File: config.mk
export PLATFORM = sky130hd
export DESIGN_NAME = mpt_mem_arbiter
export DESIGN_NICKNAME = d
export VERILOG_FILES = /design/src/rtl/mpt_mem_arbiter.sv
export SDC_FILE = /design/constraint.sdc
export NUM_CORES = 1
export LEC_CHECK = 0
export BUFFER_PORTS_ARGS = -buffer_cell sky130_fd_sc_hd__buf_4
export CORE_AREA = 2 2 238 240
export CTS_CLUSTER_SIZE = 8
export DETAILED_ROUTE_END_ITERATION = 10
export DIE_AREA = 0 0 240 242
export GPL_TIMING_DRIVEN = 0
export PLACE_DENSITY = 0.31
export REMOVE_ABC_BUFFERS = 1
export SLEW_MARGIN = 20
export SYNTH_ARGS = -nofsm -noshare
export SYNTH_HDL_FRONTEND = slang
export SYNTH_SLANG_ARGS = --single-unit
File: constraint.sdc
create_clock -name clk_i -period 1.85 [get_ports clk_i]
set_input_delay 0.555 -clock clk_i [delete_from_list [all_inputs] [get_ports clk_i]]
set_output_delay 0.555 -clock clk_i [all_outputs]
set_load 0.02 [all_outputs]
File: src/rtl/mpt_mem_arbiter.sv
`default_nettype none
// ============================================================================
// mpt_mem_arbiter: two-to-one MEM arbiter (load/store walkers to one dcache
// port), one outstanding transaction. Macro MPT_ARB_ROUND_ROBIN_EN selects
// round-robin arbitration; default is fixed load-over-store priority.
// Revision: 1.0
// ============================================================================
module mpt_mem_arbiter #(
  parameter int DATA_WIDTH = 64,
  parameter int ADDR_WIDTH = 64
) (
  input  logic                    clk_i,
  input  logic                    rst_ni,
  // load walker slave port
  input  logic                    s_load_mem_req,
  output logic                    s_load_mem_gnt,
  output logic                    s_load_mem_valid,
  input  logic [ADDR_WIDTH-1:0]   s_load_mem_addr,
  output logic [DATA_WIDTH-1:0]   s_load_mem_rdata,
  input  logic [DATA_WIDTH-1:0]   s_load_mem_wdata,
  input  logic                    s_load_mem_we,
  input  logic [DATA_WIDTH/8-1:0] s_load_mem_be,
  output logic                    s_load_mem_error,
  // store walker slave port
  input  logic                    s_store_mem_req,
  output logic                    s_store_mem_gnt,
  output logic                    s_store_mem_valid,
  input  logic [ADDR_WIDTH-1:0]   s_store_mem_addr,
  output logic [DATA_WIDTH-1:0]   s_store_mem_rdata,
  input  logic [DATA_WIDTH-1:0]   s_store_mem_wdata,
  input  logic                    s_store_mem_we,
  input  logic [DATA_WIDTH/8-1:0] s_store_mem_be,
  output logic                    s_store_mem_error,
  // master port towards the dcache protocol converter
  output logic                    m_mem_req,
  input  logic                    m_mem_gnt,
  input  logic                    m_mem_valid,
  output logic [ADDR_WIDTH-1:0]   m_mem_addr,
  input  logic [DATA_WIDTH-1:0]   m_mem_rdata,
  output logic [DATA_WIDTH-1:0]   m_mem_wdata,
  output logic                    m_mem_we,
  output logic [DATA_WIDTH/8-1:0] m_mem_be,
  input  logic                    m_mem_error,
  // status
  output logic                    busy_o,
  output logic                    owner_o
);

  localparam logic [0:0] ST_IDLE     = 1'b0;
  localparam logic [0:0] ST_WAIT_RSP = 1'b1;

  logic [0:0] r_state;
  logic [0:0] w_state_next;
  logic       r_owner;
  logic       w_sel_store;
  logic       w_handshake;
  logic       w_idle;

  assign w_idle      = (r_state == ST_IDLE);
  assign w_handshake = m_mem_req && m_mem_gnt;

`ifdef MPT_ARB_ROUND_ROBIN_EN
  // 1: store wins the next contention; flips only on an accepted handshake
  logic r_prio_store;

  always_ff @(posedge clk_i) begin
    if (!rst_ni) begin
      r_prio_store <= 1'b0;
    end else if (w_handshake) begin
      r_prio_store <= ~w_sel_store;
    end
  end

  assign w_sel_store = s_store_mem_req && (!s_load_mem_req || r_prio_store);
`else
  assign w_sel_store = s_store_mem_req && !s_load_mem_req;
`endif

  // State register
  always_ff @(posedge clk_i) begin
    if (!rst_ni) begin
      r_state <= ST_IDLE;
      r_owner <= 1'b0;
    end else begin
      r_state <= w_state_next;
      if (w_handshake) begin
        r_owner <= w_sel_store;
      end
    end
  end

  // Next-state logic
  always_comb begin
    w_state_next = r_state;
    case (r_state)
      ST_IDLE:     if (w_handshake) w_state_next = ST_WAIT_RSP;
      ST_WAIT_RSP: if (m_mem_valid) w_state_next = ST_IDLE;
      default:     w_state_next = ST_IDLE;
    endcase
  end

  // Output logic: request mux in IDLE, response demux in WAIT_RSP
  always_comb begin
    m_mem_req         = w_idle && (s_load_mem_req || s_store_mem_req);
    m_mem_addr        = w_sel_store ? s_store_mem_addr  : s_load_mem_addr;
    m_mem_wdata       = w_sel_store ? s_store_mem_wdata : s_load_mem_wdata;
    m_mem_we          = w_sel_store ? s_store_mem_we    : s_load_mem_we;
    m_mem_be          = w_sel_store ? s_store_mem_be    : s_load_mem_be;
    s_load_mem_gnt    = w_idle && !w_sel_store && s_load_mem_req && m_mem_gnt;
    s_store_mem_gnt   = w_idle && w_sel_store && m_mem_gnt;
    s_load_mem_valid  = !w_idle && !r_owner && m_mem_valid;
    s_store_mem_valid = !w_idle && r_owner && m_mem_valid;
    s_load_mem_error  = !w_idle && !r_owner && m_mem_valid && m_mem_error;
    s_store_mem_error = !w_idle && r_owner && m_mem_valid && m_mem_error;
    s_load_mem_rdata  = m_mem_rdata;
    s_store_mem_rdata = m_mem_rdata;
    busy_o            = !w_idle;
    owner_o           = r_owner;
  end

endmodule
`default_nettype wire

==> impl_metrics.toml <==
[route]
dr_total_vias = 3806
ant_nets = 0
drc = 0
wirelength_um = 30800
drtPass1Iterations = 4
wl_per_cell_um = 22.5
drt_iter0_drc = 120
routed_via_density = 2.77

[grt]
antenna_found_initial = 2
grt_max_degree = 11
grt_overflow = 0
grt_pass1_vias = 3910
grt_first_pass_wirelength_um = 37200
gr-usage-all-layers_pct = 9.71

[run_status]
violations = "setup timing"
status = "finished with violations"

[logic_synthesis]
synth_cell_types = 20
syn_area_mm2 = 0.00319
synth_xor_area_share_pct = 0
synth_edf_count = 0
synthAdderAreaFrac_pct = 0
synth_area_leaders = "mux2_4, buf_4, mux2_2, buf_6, dfxtp_1"
synthFlopType = "dfxtp_1"
ys.warnings.count = 0
yosysTopAreaCell = "mux2_4"
synth_mux_area_share_pct = 60.2
synth-compound-area-share_pct = 0.550
syn_inst = 297
synth_top_cell_area_share_pct = 47.1
ys_ff_latch = 2
yosysMostFrequentCell = "buf_4"
yosys.area_share.simple_pct = 2.75
synthArstFlopShare_pct = 0
synth_common_cells = "buf_4, mux2_4, mux2_2"
yosysSeqAreaShare_pct = 1.26
synth_top_family_by_area = "multiplexers"
avgSynthCellArea_um2 = 10.7

[clocking]
clk_latency_ns = 0.22
clockBufferDepth = 2
cts_hold_buf = 0
cts_htree_levels = 1
root_buffer = "clkbuf_16"
cts-buffers-inserted = 3
cts_tree = "built"
cts.clk_slew.worst_paths_ns = 0.03
clock-sinks = 2

[critical_path]
cp.arrival_ns = 1.71
worstSetupStartpointType = "input pin"
r2r-start = "busy_o"
ff2ff_path_depth = 3
worstReg2RegEnd = "owner_o"
reg2reg_slack_ns = 0.85
worstSetupEndpointType = "output port"
crit_required_ns = 1.29
cp_max_fo = 5
crit_type = "input pin to output port"

[power_and_ir_drop]
p_seq_share_pct = 2.1
power_frac_comb_pct = 84.8
internal_power_mw = 1.62
swShare_pct = 34.8
peakVddDrop_uv = 219
p_switching_uw = 866
p_leak_nw = 3.86
power_density_mw_per_mm2 = 327
clkPwrFrac_pct = 13.1

[floorplanning]
rows = 87
fp.dieH_um = 242
start_util_pct = 5.72
top_level_ports = 619
die-area_mm2 = 0.0581
die_width_um = 240
coreArea_mm2 = 0.0557

[placement]
dpl_worst_slack_ns = -1.15
post_dp_cell_area_mm2 = 0.00628
gp_congestion = 0.668
place.port_buffers = 426
dp.cells = 1339
dp_hpwl_um = 23900

[timing]
hold_viol = 0
fin_ws_ns = -0.414
final.min_clock_period_ns = 2.26
slew_headroom_pct = 82.9
fin_crit_sh_pct = 122
rsz0062_at_grt = "yes"
clock_skew_ns = 0.00178
timing.hold.ws_ns = 0.590
max_freq_ghz = 0.442
final_max_slew_viol_count = 0
finalSetupTns_ns = -46.08
tightest_slew_ns = 0.256
setup_viol = 138

[min_path]
hold_end = "busy_o"
holdPathStages = 2
hold_class = "flip-flop to flip-flop"
hp-start = "busy_o"

[cells_and_area]
layout-drive-gt1-share_pct = 97.7
finalNonFillerCells = 1373
area_growth_pct = 139
nNetsFinal = 963
finalInstanceArea_mm2 = 0.00762

[job]
maxCapViolCount = 0
[what timing repair did]
| item | CTS | global route |
|---|---|---|
| buffers inserted | 15 | 2 |
| setup endpoints to repair | 138 | 139 |
| cloned | 14 | 3 |
| resized for setup | 193 | 20 |
[kinds of logic after synthesis]
| family | count (synthesis) |
|---|---|
| buffers and inverters | 143 |
| flip-flops | 2 |
| AO/OA/AOI/OAI | 3 |
| multiplexers | 137 |
| AND/OR/NAND/NOR | 12 |
[critical path, cell delays in order]
cell	delay, ns
buf_12	0.10
nand2b_4	0.16
buf_8	0.15
buf_12	0.14
buf_16	0.15
mux2_4	0.30
buf_6	0.14
[metal layers]
metal	wire length (um)	up-vias	global-route usage, %
met5	549	-	8.00
met4	264	10	0.749
met3	6810	16	9.65
met2	11800	504	13.2
met1	11400	1727	10.5
li1	-	1549	-
[area by class of cell]
class / instances / area, um2
Fill cell: 6374 / 48100
Timing Repair Buffer: 457 / 4390
Multi-Input combinational cell: 154 / 2160
Tap cell: 756 / 946
Clock buffer: 3 / 75.1
Sequential cell: 2 / 40.0
Antenna cell: 1 / 2.50
[how the worst max path moves through the flow]
stage / depth (start not counted) / to / slack, ns / from
3_5_place_dp: 6 / m_mem_addr[63] / -1.15 / s_load_mem_req
6_report: 7 / m_mem_wdata[9] / -0.41 / s_load_mem_req
4_1_cts: 7 / m_mem_addr[63] / -0.46 / s_load_mem_req
3_3_place_gp: 4 / m_mem_addr[12] / -2.00 / s_load_mem_req
2_1_floorplan: 2 / m_mem_addr[0] / -1.15 / s_load_mem_req
5_1_grt: 7 / m_mem_addr[20] / -0.45 / s_load_mem_req
[flip-flops by register name, indices dropped and copies added, names as in the netlist]
name / flops
owner_o: 1
busy_o: 1
[power by group through the flow]
stage / logic (mW) / registers [mW] / clock network [mW]
after floorplan: 0.793 / 0.0540 / 0
after global placement: 1.74 / 0.0517 / 0
after detailed placement: 1.72 / 0.0516 / 0
after CTS: 2.11 / 0.0511 / 0.331
after global routing: 2.22 / 0.0523 / 0.334
final: 2.11 / 0.0517 / 0.327
[through the flow]
| step | util, % | power (mW) |
|---|---|---|
| after CTS | 13.5 | 2.49 |
| after detailed placement | 11.3 | 1.77 |
| after floorplan | - | 0.847 |
| after global placement | 11.1 | 1.79 |
| after global routing | 13.7 | 2.61 |
| final | 13.7 | 2.49 |
[cell usage in the layout, fill, tap and decap left out, types with 2 or more instances in the layout]
| master | n |
|---|---|
| buf_4 | 290 |
| buf_6 | 139 |
| mux2_4 | 128 |
| buf_16 | 14 |
| mux2_2 | 9 |
| clkbuf_16 | 6 |
| buf_8 | 6 |
| buf_12 | 5 |
| nand2b_4 | 3 |
| dfxtp_1 | 2 |
(Power assumes the default switching activity.)
